**src/rtl/control_sequencer.sv**
```systemverilog
// ---------------------------------------------------------------------------
// control_sequencer
//   Hardwired Moore control unit for the single-bus CPU datapath. It walks
//   the T0..T6 fetch/execute steps and raises the control strobes for the
//   register-register ALU class, mul/div, unary ops (neg/not), nop and halt.
//
// Ports
//   Clock     in   rising-edge system clock
//   Clear     in   asynchronous active-high reset (aborts any instruction)
//   IR        in   instruction register; opcode IR[31:27]
//   MemReady  in   memory read-data-valid, sampled in T1
//   PCout, ZHighout, Zlowout, MDRout        out  bus drive enables
//   MARin, PCin, MDRin, IRin, Yin           out  register load enables
//   ZLowIn, ZHighIn, HIin, LOin             out  register load enables
//   IncPC, Read                             out  PC increment, memory read
//   Gra, Grb, Grc, Rin, Rout                out  select-and-encode controls
//   alu_op    out  ALU function select (opcode value in T4, else 0)
//   Run       out  1 while executing, 0 in reset or halt
// ---------------------------------------------------------------------------
module control_sequencer #(
   parameter int             OPW     = 5,
   parameter logic [OPW-1:0] HALT_OP = 5'b11011,
   parameter logic [OPW-1:0] NOP_OP  = 5'b11000
) (
   input  logic           Clock,
   input  logic           Clear,
   input  logic [31:0]    IR,
   input  logic           MemReady,
   output logic           PCout,
   output logic           ZHighout,
   output logic           Zlowout,
   output logic           MDRout,
   output logic           MARin,
   output logic           PCin,
   output logic           MDRin,
   output logic           IRin,
   output logic           Yin,
   output logic           ZLowIn,
   output logic           ZHighIn,
   output logic           HIin,
   output logic           LOin,
   output logic           IncPC,
   output logic           Read,
   output logic           Gra,
   output logic           Grb,
   output logic           Grc,
   output logic           Rin,
   output logic           Rout,
   output logic [OPW-1:0] alu_op,
   output logic           Run
);

   typedef enum logic [3:0] {
      S_RST  = 4'd0,
      S_T0   = 4'd1,
      S_T1   = 4'd2,
      S_T2   = 4'd3,
      S_T3   = 4'd4,
      S_T4   = 4'd5,
      S_T5   = 4'd6,
      S_T6   = 4'd7,
      S_HALT = 4'd8
   } state_t;

   state_t         state_r;
   state_t         state_nxt_s;
   logic [OPW-1:0] op_r;
   logic [OPW-1:0] opcode_s;
   logic           unused_ir_s;

   // Two-operand ALU ops: second operand comes from Rc.
   function automatic logic is_binary(input logic [OPW-1:0] op);
      case (op)
         5'b00011, 5'b00100, 5'b00101, 5'b00110,
         5'b00111, 5'b01000, 5'b01001, 5'b01010, 5'b01011: is_binary = 1'b1;
         default:                                           is_binary = 1'b0;
      endcase
   endfunction

   // Unary ops (neg/not): operand comes from Rb.
   function automatic logic is_unary(input logic [OPW-1:0] op);
      case (op)
         5'b10001, 5'b10010: is_unary = 1'b1;
         default:            is_unary = 1'b0;
      endcase
   endfunction

   // mul/div: 64-bit result split over LO (T5) and HI (T6).
   function automatic logic is_muldiv(input logic [OPW-1:0] op);
      case (op)
         5'b01111, 5'b10000: is_muldiv = 1'b1;
         default:            is_muldiv = 1'b0;
      endcase
   endfunction

   assign opcode_s = IR[31 -: OPW];
   // Register fields are consumed by the datapath's select-and-encode logic.
   assign unused_ir_s = ^IR[31-OPW:0];

   // State register.
   always_ff @(posedge Clock or posedge Clear) begin
      if (Clear) begin
         state_r <= S_RST;
      end else begin
         state_r <= state_nxt_s;
      end
   end

   // Opcode snapshot taken in T3 so T4..T6 do not depend on IR staying put.
   always_ff @(posedge Clock or posedge Clear) begin
      if (Clear) begin
         op_r <= '0;
      end else if (state_r == S_T3) begin
         op_r <= opcode_s;
      end else begin
         op_r <= op_r;
      end
   end

   // Next-state logic.
   always_comb begin
      state_nxt_s = state_r;
      case (state_r)
         S_RST: state_nxt_s = S_T0;
         S_T0:  state_nxt_s = S_T1;
         S_T1:  state_nxt_s = MemReady ? S_T2 : S_T1;
         S_T2:  state_nxt_s = S_T3;
         // IR is first valid here, one cycle after IRin.
         S_T3: begin
            if (opcode_s == HALT_OP) begin
               state_nxt_s = S_HALT;
            end else if (is_binary(opcode_s) || is_unary(opcode_s) ||
                         is_muldiv(opcode_s)) begin
               state_nxt_s = S_T4;
            end else begin
               state_nxt_s = S_T0;  // nop and undefined opcodes: fetch only
            end
         end
         S_T4:   state_nxt_s = S_T5;
         S_T5:   state_nxt_s = is_muldiv(op_r) ? S_T6 : S_T0;
         S_T6:   state_nxt_s = S_T0;
         S_HALT: state_nxt_s = S_HALT;
         default: state_nxt_s = S_RST;
      endcase
   end

   // Moore output decode.
   always_comb begin
      PCout    = 1'b0;
      ZHighout = 1'b0;
      Zlowout  = 1'b0;
      MDRout   = 1'b0;
      MARin    = 1'b0;
      PCin     = 1'b0;
      MDRin    = 1'b0;
      IRin     = 1'b0;
      Yin      = 1'b0;
      ZLowIn   = 1'b0;
      ZHighIn  = 1'b0;
      HIin     = 1'b0;
      LOin     = 1'b0;
      IncPC    = 1'b0;
      Read     = 1'b0;
      Gra      = 1'b0;
      Grb      = 1'b0;
      Grc      = 1'b0;
      Rin      = 1'b0;
      Rout     = 1'b0;
      alu_op   = '0;
      Run      = (state_r != S_RST) && (state_r != S_HALT);
      case (state_r)
         S_T0: begin
            PCout  = 1'b1;
            MARin  = 1'b1;
            IncPC  = 1'b1;
            ZLowIn = 1'b1;
         end
         // Strobes stay up for the whole memory wait.
         S_T1: begin
            Zlowout = 1'b1;
            PCin    = 1'b1;
            Read    = 1'b1;
            MDRin   = 1'b1;
         end
         S_T2: begin
            MDRout = 1'b1;
            IRin   = 1'b1;
         end
         // Load Y from Rb for executable opcodes; nop/undef/halt stay quiet.
         S_T3: begin
            Grb  = is_binary(opcode_s) || is_unary(opcode_s) || is_muldiv(opcode_s);
            Rout = Grb;
            Yin  = Grb;
         end
         S_T4: begin
            Rout    = 1'b1;
            ZLowIn  = 1'b1;
            alu_op  = op_r;
            Grb     = is_unary(op_r);
            Grc     = !is_unary(op_r);
            ZHighIn = is_muldiv(op_r);
         end
         S_T5: begin
            Zlowout = 1'b1;
            Gra     = !is_muldiv(op_r);
            Rin     = !is_muldiv(op_r);
            LOin    = is_muldiv(op_r);
         end
         S_T6: begin
            ZHighout = 1'b1;
            HIin     = 1'b1;
         end
         default: begin
            Run = Run;  // RST and HALT: every strobe stays at its default 0
         end
      endcase
   end

endmodule

```
**config.mk**
```make
export PLATFORM = sky130hd
export DESIGN_NAME = control_sequencer
export DESIGN_NICKNAME = d
export VERILOG_FILES = /design/src/rtl/control_sequencer.sv
export SDC_FILE = /design/constraint.sdc
export NUM_CORES = 1
export LEC_CHECK = 0
export ABC_AREA = 1
export BUFFER_PORTS_ARGS = -buffer_cell sky130_fd_sc_hd__buf_2
export CORE_MARGIN = 1.5
export CORE_UTILIZATION = 34
export CTS_CLUSTER_DIAMETER = 50
export DETAILED_ROUTE_END_ITERATION = 10
export PLACE_DENSITY = 0.75
export SLEW_MARGIN = 20
export SYNTH_ARGS = -nofsm -noshare
export SYNTH_HDL_FRONTEND = slang
export SYNTH_SLANG_ARGS = --single-unit
```
**constraint.sdc**
```tcl
create_clock -name Clock -period 1.21 [get_ports Clock]
set_input_delay 0.242 -clock Clock [delete_from_list [all_inputs] [get_ports Clock]]
set_output_delay 0.242 -clock Clock [all_outputs]
set_load 0.02 [all_outputs]
```
Word-level counts from Yosys, hierarchy flattened:

Memory sizes are Yosys's and may differ from the RTL's.
Index checks and enable logic that the tools add are counted.

* eq/ne operators: 18
* multiplexer cells: 36
* reduce and logical (&&, ||, !) cells: 16

Operators by type and width (number)
* == test 5 bit, second input constant: 7
* one-hot mux 4 bit (8 select lines): 1
* 2-to-1 mux 1 bit: 29
* == test 4 x 3 -> 1 bit, second input constant: 4
* OR reduction 2 bit: 7
* == test 5 x 4 -> 1 bit, second input constant: 2
* == test 4 x 2 -> 1 bit, second input constant: 2
* 2-to-1 mux 3 bit: 2
* 2-to-1 mux 5 bit: 1
* == test 4 x 1 -> 1 bit, second input constant: 1
* == test 4 bit, second input constant: 1
* zero test 4 bit: 1
* logical OR 1 bit: 4
* 2-to-1 mux 4 bit: 1
* != test 4 bit, second input constant: 1
* one-hot mux 1 bit (2 select lines): 2
* nonzero test 4 bit: 1
* zero test 1 bit: 2
* logical AND 1 bit: 1

* flip-flop bits (word level): 9
* memory bits (read-only): 32
* input bits: 35
* output and inout port bits: 26
* word-level logic and storage cells: 74
* memories: 2

Memories
* (no name shown): words 16, bits a word 1, read ports 1, clocked after Yosys merged registers in 0, wr ports 0, RTL line 73 `case (op)`
* (no name shown): words 16, bits a word 1, read ports 1, clocked after Yosys merged registers in 0, wr ports 0, RTL line 73

Logic depth before layout (Yosys ltp):

Gate-level depths: netlist of the first run.

* depth after elaboration: 10
* gate-level depth with buffers: 7
* depth with buffers taken out: 7

Worst setup path before layout of the first run:

No wires, ideal clock.

* path type: register -> output
* from: register op_r[3]
* to: output Rin
* arrival: 1.455 ns
* required time: 0.968 ns
* path slack: -0.487 ns
* stages on the path, launching flop included: 7
* buffers on the path: 1
* path through: dfrtp_1 -> nand2_1 -> nor2_1 -> nand2_1 -> nand2_1 -> nor3_1 -> buf_4

* cells in the longest elaborated chain, start to end: 6
* elaborated cells between the ends (all ways): 7
* classes of those cells: 2 x eq/ne; 3 x mux; 2 x reduce/logical

Ends and longest elaborated chain
* start, declared: RTL line 67 `logic [OPW-1:0] op_r;`
* start signal, assigned: RTL line 114 `op_r <= opcode_s;`
* start signal, assigned: RTL line 116 `op_r <= op_r;`
* == test 5 x 4 -> 1 bit / == test 5 bit (equally long branches)
* OR reduction 2 bit (*)
* 2-to-1 mux 1 bit (*) (2 in a row)
* zero test 1 bit (*)
* 2-to-1 mux 1 bit (*)
* end, declared: RTL line 47 `output logic Rin,`

Mark *: on every way between the ends. The rest lies on a longest branch, timed or not. The select of a mux whose other input is x is not followed.

Worst setup path after layout of the first run:

* from: register state_r[3]
* to: output Grc

* cells in the longest elaborated chain, start to end: 2

Ends and longest elaborated chain
* start, declared: RTL line 65 `state_t state_r;`
* start signal, assigned: RTL line 105 `state_r <= state_nxt_s;`
* == test 4 x 3 -> 1 bit: RTL line 171 `case (state_r)`
* 2-to-1 mux 1 bit: RTL line 171
* end, declared: RTL line 46 `output logic Grc,`

No other way between the ends.

==> summary by stage, run 1 <==
STA
Headroom to the max-slew limit came out at 76.47%. The final period utilization is 136.8%. The time the worst path needs with I/O delays and setup is around 1.7 ns.

The final critical-path setup slack is -0.4456 ns. The total count of max-transition violations in the final report is 0. For this run, the top clock speed supported by timing is 604.0 MHz. The final number of hold-violating endpoints is 0.

After routing, the total negative slack on setup checks comes to -10.13 ns. Between clock sinks in the finished design, the worst skew comes to 0.003982 ns. The slew of the pin with the lowest slew margin is between 0.3 and 0.4 ns.

Hold is met by 0.2411 ns. The final setup violation count is 31. Setup repair after global routing could not meet its margin everywhere.

Place
The count of input and output buffers is 33. The instance area after placement is roughly 1100 µm². The estimated wirelength of the detail-placed design is roughly 1600 µm. At the end of routability-driven placement, the weighted congestion stood at 0.8407.

Global route
The number of antenna violations at the first check in global routing is 0. For this run, the total global-route usage over all layers was measured as 22.41%. The largest net degree at the start of global routing is 10. After global routing the overflow that remains totals 0. The number of global-route vias before repair is roughly 870. The wire length of the first global-routing pass is 4064 µm.

Synth
Of all flip-flops after synthesis, the portion carrying an async set or reset was 100.0%. The fraction of the mapped netlist area in simple logic gates is 40.00%. When the netlist entered floorplanning its net count stood at 140. The share of synthesized area occupied by flip-flops and latches is 31.03%.

The largest family of logic cells by synthesized area is simple AND/OR/NAND/NOR gates. The primary flip-flop cell chosen by synthesis mapping is dfrtp_1. Sorting the synthesized cells by how often they occur yields nand2_1 (23), nor2_1 (16), inv_1 (15). Each instance of the synthesized netlist takes up on average 6.911 µm². The synthesized-area fraction occupied by ao, oa, aoi and oai cells is 10.17%.

The area share of the leading cell type in the synthesized netlist is 31.03%. The synthesized netlist devotes 0% of its cell area to XOR and XNOR gates. The adder-cell area share of the yosys netlist is 0%.

The synthesis warning total is 0. The count of flip-flops with a built-in enable after synthesis is 0. The post-synthesis instance area is approximately 730 µm². The post-synthesis cell type with the largest combined area is dfrtp_1. By area the synthesized netlist is led by dfrtp_1 (31%), nand2_1 (12%), nor2_1 (8.3%). The mux cell area share after synthesis is 0%.

The post-synthesis cell count is 105. Counting flops and latches in the post-synthesis netlist gives 9. In this run, distinct cell masters in the synthesized netlist total 22. Yosys instantiated no cell more often than nand2_1.

Pwr
For this design the ratio of total power to cell area is 2480 nW/µm². The completed layout was analyzed and its total power is 3.619 mW. The static leakage power is between 0.7 and 0.8 nW.

The peak ir drop on the vdd network is 1.485 mV.

Layout
The post-route core utilization is about three quarters. The layout has 118 filler cells. The combined area of the multi-input logic cells is 501.7 µm². The count of inserted antenna diode cells is 0. In the final layout, the share of cells above drive strength 1 is 67.06%. The area growth from synthesis to layout is 101.0%.

The net count of the finished layout is 206. Across the whole layout, storage elements account for 229.0 µm². The final cell area excluding filler cells is about 1500 µm².

Min path
The type of the most critical hold path is in -> reg.

Run
The max-cap check violation count is 0.

Drt
The iteration count of the initial detailed-routing pass is 4. The total routed wirelength is 2710 µm. The wire length per cell after detailed routing is 13.76 µm. The final routed DRC violation total is 0.

The detailed-route vias per instance is 4.711. The detailed router finished its first iteration with 24 violations. The count of nets left with antenna violations once routing finished came out at 0. The routed layout has ~930 vias.

Critical path
STA puts the critical path data required time at 0.97 ns. The critical path is of the reg -> out type. The critical path contains buffers and inverters numbering 3 combined. On the critical path the largest part of the delay comes from flip-flops. The largest individual stage delay along the critical path comes from the cell dfrtp_1.

Walking the worst path, the cells encountered are inv_2, nand3_4, nor2_4, inv_6, a31oi_4, buf_4. The data arrival time of the critical path is 1.41 ns. STA classifies the critical path endpoint as an output pin. The element type at the critical path start is a flop. Of all nets on the critical path, the largest fanout is 9. In this design, the stage delay of the slowest critical-path cell is 0.40 ns.

Run status
The flow ran to the end, but the final reports show violations. The final reports fail on negative setup slack.

Floorplanning
In this run the standard cell core region covers 1982 µm². The boundary pin count is around 60. The die is 49.20 µm wide. After floorplanning, the core was divided into 16 placement rows.

From bottom edge to top edge, the die measures 49.20 µm. The area enclosed by the die boundary is around 2400 µm². Once the floorplan was initialized, standard cells occupied 36.62% of the core.

Clocking
The CTS tree is yes. The longest clock path from root to sink contains 2 buffers. Counting every sink on the clock net gives 9. The clock-pin transition on the worst setup and hold timing paths is 0.06 ns.

The buffer cell driving the clock tree root is clkbuf_4. Buffers inserted during clock tree synthesis total 3. The number of levels the H-tree was split into is 1. The latest clock arrival within the worst-skew pair is 0.26 ns.
[per-layer routing]
layer	share of wire (%)	vias up	track usage [%]
met2	52	47	41.67
met5	0	-	0
met4	3.3	0	11.43
li1	-	444	-
met1	40	429	25.29
met3	4.9	8	1.534
[cell families after synthesis]
group,Yosys count
compound gates,10
simple gates,58
flops,9
buf+inv,28
[cells in the final DEF, fill, tap and decap left out, types with 2 or more instances in the layout]
cell	netlist	routed
buf_2	0	8
buf_4	7	36
buf_6	0	23
clkbuf_4	0	3
dfrtp_1	9	6
dfrtp_2	0	3
inv_1	15	11
inv_2	4	7
inv_4	2	2
nand2_1	23	17
nand2_2	4	5
nand2_4	1	6
nand3_1	4	3
nand3_2	2	2
nand4_1	2	2
nor2_1	16	8
nor2_4	3	11
nor3_4	0	2
o21ai_0	5	2
o21ai_1	1	4
[power breakdown]
group	switching, mW	internal [mW]
logic	1.47	1.27
clock network	0.112	0.127
registers	0.203	0.444
total	1.78	1.84
[worst register-to-register path, cell delays in order (launching register included)]
cell and delay, ns:
dfrtp_2 0.43, inv_2 0.10, buf_4 0.11, buf_4 0.10, nor3_4 0.04, buf_4 0.13, buf_4 0.12, nor2_1 0.13
nand3_2 0.09
[metrics by stage]
step | worst slack, ns | cells
3_3_place_gp | -0.1498 | 182
6_report | -0.4456 | 197
3_5_place_dp | -0.1688 | 182
4_1_cts | -0.4006 | 195
2_1_floorplan | -0.1481 | 105
5_1_grt | -0.4964 | 197
[worst paths after layout]
| check | endpoint | slack (ns) | cells past startpoint | startpoint |
|---|---|---|---|---|
| max | Grc | -0.45 | 6 | state_r[3]$_DFF_PP0_ |
| min | state_r[0]$_DFF_PP0_ | 0.24 | 3 | MemReady |
| max reg2reg | state_r[2]$_DFF_PP0_ | -0.17 | 8 | state_r[1]$_DFF_PP0_ |
| min reg2reg | op_r[1]$_DFFE_PP0P_ | 0.69 | 2 | op_r[1]$_DFFE_PP0P_ |
| max in group asynchronous | op_r[2]$_DFFE_PP0P_ | 0.45 | 3 | Clear |
| min in group asynchronous | state_r[0]$_DFF_PP0_ | 0.48 | 3 | Clear |
[state kept, by name, indices dropped and copies added (netlist names)]
| signal | count |
|---|---|
| state_r | 4 |
| op_r | 5 |
[repair_timing]
action | CTS | global route
hold buffers | 1 | 0
setup endpoints to repair | 27 | 35
endpoints found under the hold margin | 9 | 0
pin swaps | 2 | 4
resized for setup | 61 | 7
setup buffers | 8 | 4
[area by class of cell]
class / count / share of cell area (%)
well taps: 27 / 2.316
clock buffers: 4 / 1.801
repair buffers: 68 / 39.71
multi-input cells: 68 / 34.39
flip-flops and latches: 9 / 15.69
inverters: 21 / 6.089
Power figures use the tool's default switching activity.
==> run 2, diff against run 1 <==
Settings changed: CELL_PAD_IN_SITES_DETAIL_PLACEMENT from default to 1, CELL_PAD_IN_SITES_GLOBAL_PLACEMENT from default to 1, CORE_UTILIZATION 34 to 21, PLACE_DENSITY 0.75 to default, PLACE_DENSITY_LB_ADDON from default to 0.1.
==> run 2 against run 1 <==
Compared with the run above:
- the run still ends with negative setup slack left
- first-iteration DRC count grew 21%
- core utilization down 25 points
- worst hold slack improved by 0.021 ns
- wire length up 4.0%
- fmax down 0.62%
- flip-flop and latch count stayed put
- largest power group unchanged
==> summary by stage, run 2 (same netlist as run 1, synthesis figures left out) <==
Run status
The flow ran to the end, but the final reports show violations. The final reports fail on negative setup slack.

Global route
The total routing resource utilization after global routing came to 15.17% (-7.2 points). The global routing usage on met1 was 17.53% (-7.8 points). In this run the most used layer during global routing was met2.

The number of antenna violations at the first check in global routing is 0 (unchanged). The met2 demand-to-capacity share in global routing is 29.32% (-12 points). The aggregate global routing overflow is 0 (unchanged).

The largest net degree at the start of global routing is 10 (unchanged). The wire length of the first global-routing pass came to 4133 µm (+1.7%). The global-route met3 utilization was 0.6211% (-0.91 points). The number of global-route vias before repair is 863 (-0.35%).

Clocking
The buffer cell driving the clock tree root is clkbuf_4. The clock-pin transition on the worst setup and hold timing paths is 0.07 ns (about the same). The CTS tree is yes.

The maximum number of buffers from clock root to sink was 2 (unchanged). The count of clock tree sinks was 9 (unchanged). The number of levels the H-tree was split into is 1 (unchanged). The number of buffers added by the clock tree synthesis step was 3 (unchanged). The latest clock arrival within the worst-skew pair is 0.26 ns (about the same).

Critical path
The startpoint of the most critical setup path is state_r[3]$_DFF_PP0_. In this run the critical register-to-register path is launched from state_r[3]$_DFF_PP0_. The element type at the critical path start is a flop. The critical path in this run is classified as reg -> out. The endpoint type of the worst setup path is an output pin. The critical path's top delay family is flip-flops.

The required time at the endpoint of the critical path is 0.97 ns (about the same). The critical path goes through inv_2, nand3_4, nor2_4, inv_8, a31oi_4, buf_6. The largest individual stage delay along the critical path comes from the cell dfrtp_1. The combined buffer and inverter count along the critical path came to 3 (unchanged). The longest individual stage delay on the worst path is 0.39 ns (about the same). The top fanout value on the critical path is 5 (-4). The data arrival time of the critical path is 1.42 ns (about the same).

STA
The sum of negative setup slack is -10.78 ns (-0.6484 ns). The worst relative slew slack came to 75.67% (-0.80 points). The slew of the pin with the lowest slew margin came to 0.3645 ns (+0.01196 ns).

The final period utilization was 137.7% (+0.85 points). The final number of hold-violating endpoints is 0 (unchanged). The final setup violation count is 34 (+9.7%). The total count of max-transition violations in the final report is 0 (unchanged).

The maximum achievable frequency is 600.3 MHz (-0.62%). The final critical-path setup slack is -0.4559 ns (-0.01033 ns). The time the worst path needs with I/O delays and setup came to 1.666 ns (+0.01033 ns). Setup repair after global routing could not meet its margin everywhere. The setup clock skew after layout came to 0.006969 ns (+0.002987 ns).

Drt
The wire length per cell after detailed routing came to 12.64 µm (-8.1%). The detailed-route vias per instance was 4.090 (-13%). The final routed DRC violation total is 0 (unchanged). The post-route antenna net violation count came to 0 (unchanged). The total vias in the final route is 912 (-1.7%). The number of DRC markers in iteration 0 is 29 (+21%). The iteration count of the initial detailed-routing pass is 4 (unchanged). The total routed wirelength is 2818 µm (+4.0%).

Min path
The min-delay analysis places its worst path in the category in -> reg. The origin of the worst min-delay path is MemReady.

Place
The estimated wirelength of the detail-placed design is 1850 µm (+17%). The global placer's final weighted congestion is 0.7671 (-8.8%). The worst slack at placement is -0.1990 ns (-0.03021 ns).

The placed cell count is 204 (+12%). The count of input and output buffers was 33 (unchanged).

Run
The max-cap check violation count is 0 (unchanged).

Floorplanning
The horizontal die dimension came to 61.79 µm (+26%). The boundary pin count is 61 (unchanged). The height of the die came to 61.79 µm (+26%). The area of the core region is 3337 µm² (+68%). The area enclosed by the die boundary is 3817 µm² (+58%). The effective utilization at floorplan is 21.75% (-15 points). The number of rows in the core area is 21 (+5).

Pwr
The peak ir drop on the vdd network came to 0.6311 mV (-57%). The static leakage power is 0.8142 nW (+4.8%). The total power of the final layout is 3.777 mW (+4.4%).

The areal power density over the cells is 2321 nW/µm² (-6.4%).

Layout
The library cell used most frequently in the layout, excluding fill and tap cells, is buf_4. In the final layout, the registers with the most flip-flops are op_r x5, state_r x4. The number of non-filler instances in the completed layout came to 223 (+13%). In the layout the commonest cells are buf_4 (34), buf_6 (32), nand2_1 (16). The top register by number of flip-flops is op_r. The number of nets in the layout is 213 (+3.4%). The area growth from synthesis to layout is 124.3%. The flip-flop count of the largest register after layout was 5 (unchanged). The fraction of final layout cells with drive strength greater than 1 is 71.75% (+4.7 points). The count of inserted antenna diode cells came to 0 (unchanged).
==> run 2: changes by cell type in the layout (fill, tap and decap cells not counted), moves of 3 or more <==
| cell | previous run | this run |
|---|---|---|
| buf_6 | 23 | 32 |
| inv_4 | 2 | 5 |
| nor2_1 | 8 | 5 |
| o21ai_1 | 4 | 1 |
==> run 2: layout make-up <==
class | count | area, µm²
sequential | 9 | 229.0
inverter | 21 | 96.34
timing repair buffer | 74 | 660.6
multi-input combinational | 68 | 551.8
tap | 46 | 57.56
clock buffer | 4 | 26.28
fill | 414 | 1709
timing repair inverter | 1 | 6.256
==> run 2: final timing paths <==
| check | end | slack (ns) | cells after the start |
|---|---|---|---|
| worst max register to register | state_r[2]$_DFF_PP0_ | -0.20 | 9 |
| worst max-delay path | Grc | -0.46 | 6 |
| worst min-delay path | state_r[0]$_DFF_PP0_ | 0.26 | 3 |
| worst min register to register | op_r[0]$_DFFE_PP0P_ | 0.64 | 2 |
| min in group asynchronous | state_r[3]$_DFF_PP0_ | 0.49 | 3 |
| max in group asynchronous | op_r[3]$_DFFE_PP0P_ | 0.43 | 3 |
==> run 2: metrics by stage <==
| step | utilization [%] | area, µm² | hold WS [ns] |
|---|---|---|---|
| after floorplan | - | 829.5 | 0.06985 |
| after global placement | 35.81 | 1195 | 0.2195 |
| after detailed placement | 35.81 | 1195 | 0.2209 |
| after CTS | 46.19 | 1541 | 0.2331 |
| after global routing | 48.78 | 1628 | 0.2773 |
| final | 48.78 | 1628 | 0.2618 |
==> run 2: where the power goes <==
group / internal, mW / switching [mW] / total (mW)
sequential: 0.444 / 0.185 / 0.629
combinational: 1.39 / 1.52 / 2.91
clock: 0.127 / 0.108 / 0.235
total: 1.96 / 1.82 / 3.78
==> run 2: tightest hold or removal path: stages <==
cell     delay (ns)
buf_2          0.09
nand2_1        0.07
nand4_1        0.09
==> run 2: layer usage <==
metal | part of all wire [%] | up-vias
met5 | 0 | -
met4 | 0.67 | 0
met3 | 2.1 | 2
met2 | 58 | 23
met1 | 39 | 427
li1 | - | 460
==> run 2: timing repair <==
item                                    CTS  global route
endpoints found under the setup margin   26            35
gates cloned                              1             0
endpoints found under the hold margin     9             0
pin swaps                                10             9
hold buffers                              1             0
buffers inserted                          9             8
resized for setup                        74            17
==> run 3, diff against run 2 <==
Settings changed: BUFFER_PORTS_ARGS -buffer_cell sky130_fd_sc_hd__buf_2 to -buffer_cell sky130_fd_sc_hd__buf_4.
==> run 3 against run 2 <==
Compared with the run above:
- the run still ends with negative setup slack left
- sequential power rose by 3%
- core utilization rose by 0.52 points
- wire length is 11% lower
- sequential share of layout area decreased by 0.074 points
- via count fell by 2.2%
- critical path type unchanged
- critical endpoint unchanged
- largest cell class unchanged
==> summary by stage, run 3 (same netlist as run 1, synthesis figures left out) <==
Pwr
The peak ir drop on the vdd network is 0.5008 mV (-21%). The switching power share of the total came to 46.89% (-1.2 points). The internal power consumption was 2.047 mW (+4.4%). The proportion of power drawn by combinational gates was 77.1% (about the same). The static leakage power is 0.8269 nW (+1.6%). The areal power density over the cells came to 2342 nW/µm² (+0.93%).

The clock power share was 6.0% (-0.2 points). The share of total power in sequential cells is 16.8% (+0.2 points). The total power of the final layout is 3.853 mW (+2.0%). The net switching power figure is 1.807 mW (-0.51%).

Place
The instance area after placement came to 1290 µm² (+8.0%). The global placer's final weighted congestion came to 0.7847 (+2.3%). The worst slack at placement is -0.1858 ns (+0.01325 ns).

The count of input and output buffers was 33 (unchanged). The estimated wirelength of the detail-placed design is 1876 µm (+1.4%). The placed cell count is 204 (unchanged).

Clocking
The number of levels the H-tree was split into came to 1 (unchanged). The number of buffers added by the clock tree synthesis step came to 3 (unchanged). The clock-pin transition on the worst setup and hold timing paths is 0.06 ns (about the same). TritonCTS built the clock tree. Clock tree synthesis selected as its root buffer the cell clkbuf_4. The maximum number of buffers from clock root to sink is 2 (unchanged).

The latest clock arrival within the worst-skew pair is 0.26 ns (about the same). The count of clock tree sinks is 9 (unchanged).

STA
The final period utilization is 137.3% (-0.36 points). Setup repair after global routing could not meet its margin everywhere. The maximum achievable frequency is 601.9 MHz (+0.27%). The worst relative slew slack came to 76.11% (+0.44 points). The setup clock skew after layout is 0.005180 ns (-0.001789 ns).

The slew of the pin with the lowest slew margin is 0.3579 ns (-0.006598 ns). The total count of max-transition violations in the final report is 0 (unchanged). The final setup violation count is 29 (-15%).

The time the worst path needs with I/O delays and setup is 1.661 ns (-0.004410 ns). The final critical-path setup slack is -0.4515 ns (+0.004410 ns). The final number of hold-violating endpoints is 0 (unchanged).

Drt
The total vias in the final route is 892 (-2.2%). The number of DRC markers in iteration 0 came to 13 (-55%). The detailed-route vias per instance is 4.073 (-0.41%).

The wire length per cell after detailed routing is 11.43 µm (-9.5%). The total routed wirelength is 2504 µm (-11%). The post-route antenna net violation count was 0 (unchanged). The iteration count of the initial detailed-routing pass is 3 (-1). The final routed DRC violation total was 0 (unchanged).

Layout
The final cell area excluding filler cells came to 1645 µm² (+1.1%). The area growth from synthesis to layout is 126.7%. The number of nets in the layout is 209 (-1.9%). More flip-flops sit in one register than any other, and that register is op_r. The flip-flop count of the largest register after layout was 5 (unchanged).

In the layout the commonest cells are buf_4 (36), buf_6 (32), nand2_1 (16). The register area was 230.2 µm² (+0.55%). The combined area of the multi-input logic cells is 561.8 µm² (+1.8%). In the final layout, the registers with the most flip-flops are op_r x5, state_r x4. Leaving out fill and tap cells, the most frequent cell in the layout is buf_4. The number of non-filler instances in the completed layout is 219 (-1.8%). The number of filler instances in the final layout is 406 (-1.9%). The fraction of final layout cells with drive strength greater than 1 is 70.52% (-1.2 points). The count of inserted antenna diode cells is 0 (unchanged).

Critical path
The end of the worst register-to-register path is state_r[0]$_DFF_PP0_. The worst reg-to-reg path cell count is 8 (-1). The reg-to-reg critical path startpoint is state_r[3]$_DFF_PP0_. On the critical path, the stage with the largest delay is an instance of dfrtp_1. STA classifies the critical path startpoint as a flop. The required time at the endpoint of the critical path is 0.97 ns (about the same). The data arrival time of the critical path is 1.42 ns (about the same). The setup slack on the worst flop-to-flop path came to -0.07 ns (+0.13 ns). The longest individual stage delay on the worst path is 0.39 ns (about the same).

STA classifies the critical path endpoint as an output pin. The top fanout value on the critical path is 9 (+4). The type of the worst setup path is reg -> out.

The signal on the critical path passes through inv_2, nand3_4, nor2_4, inv_8, a31oi_4, buf_6.

Min path
The type of the most critical hold path is in -> reg. The cell count of the worst hold path is 3 (unchanged). The origin of the worst min-delay path is MemReady.

The worst hold path terminates at state_r[0]$_DFF_PP0_.

Floorplanning
The effective utilization at floorplan came to 21.75% (unchanged). The area of the core region came to 3337 µm² (unchanged). The area enclosed by the die boundary is 3817 µm² (unchanged).

The height of the die was 61.79 µm (unchanged). The horizontal die dimension came to 61.79 µm (unchanged). The number of rows in the core area is 21 (unchanged).

The boundary pin count is 61 (unchanged).

Global route
The number of antenna violations at the first check in global routing is 0 (unchanged). The aggregate global routing overflow was 0 (unchanged). The total routing resource utilization after global routing is 13.64% (-1.5 points). The largest net degree at the start of global routing came to 10 (unchanged). The number of global-route vias before repair came to 841 (-2.5%). The wire length of the first global-routing pass was 3712 µm (-10%).

Run status
The final reports fail on negative setup slack. The run finished, with violations left.

Run
The max-cap check violation count is 0 (unchanged).
## run 3: power groups by stage
| stage | Combinational [mW] | Clock (mW) | Sequential [mW] |
|---|---|---|---|
| after floorplan | 1.33 | 0 | 0.601 |
| after global placement | 2.22 | 0 | 0.598 |
| after detailed placement | 2.26 | 0 | 0.603 |
| after CTS | 2.84 | 0.238 | 0.621 |
| after global routing | 3.20 | 0.251 | 0.669 |
| final | 2.97 | 0.233 | 0.649 |
## run 3: final cells by class
cell class              instances  area share, %
inverters                      21          5.703
multi-input cells              68          34.14
flip-flops and latches          9          13.99
well taps                      46          3.498
clock buffers                   4          1.597
repair buffers                 71          41.06
## run 3: critical path, delay by kind of cell, from the launching register on
kind	cells	cell delay [ns]
simple gates	2	0.25
buf+inv	3	0.35
compound gates	1	0.15
flops	1	0.39
## run 3: layer usage
metal | vias up | GRT usage [%] | wire length, µm
li1 | 452 | - | -
met2 | 25 | 24.06 | 1317
met1 | 411 | 16.69 | 1064
met5 | - | 0 | 0
met4 | 0 | 7.295 | 50
met3 | 4 | 0.6211 | 72
## run 3: how the worst max path moves through the flow
stage,to,slack (ns),cells past startpoint,start
floorplan,Rin,-0.15,6,op_r[3]$_DFFE_PP0P_
global placement,Grc,-0.16,6,state_r[3]$_DFF_PP0_
detailed placement,Grc,-0.19,6,state_r[3]$_DFF_PP0_
CTS,Grc,-0.44,6,state_r[1]$_DFF_PP0_
global route,Grc,-0.52,6,state_r[3]$_DFF_PP0_
finish,Grc,-0.45,6,state_r[3]$_DFF_PP0_
## run 3: stage by stage
| stage | hold WS, ns | utilization [%] | TNS, ns |
|---|---|---|---|
| 2_1_floorplan | 0.06985 | - | -1.327 |
| 4_1_cts | 0.1968 | 47.43 | -9.958 |
| 3_3_place_gp | 0.2323 | 38.66 | -1.668 |
| 5_1_grt | 0.2123 | 49.31 | -11.83 |
| 3_5_place_dp | 0.2419 | 38.66 | -2.103 |
| 6_report | 0.2150 | 49.31 | -9.980 |
## run 3: what timing repair did
| item | 4_1_cts | 5_1_grt |
|---|---|---|
| buffers inserted | 11 | 4 |
| hold endpoints to repair | 9 | 0 |
| pin swaps | 9 | 5 |
| endpoints found under the setup margin | 29 | 34 |
| hold buffers | 1 | 0 |
| gates resized for setup | 50 | 18 |
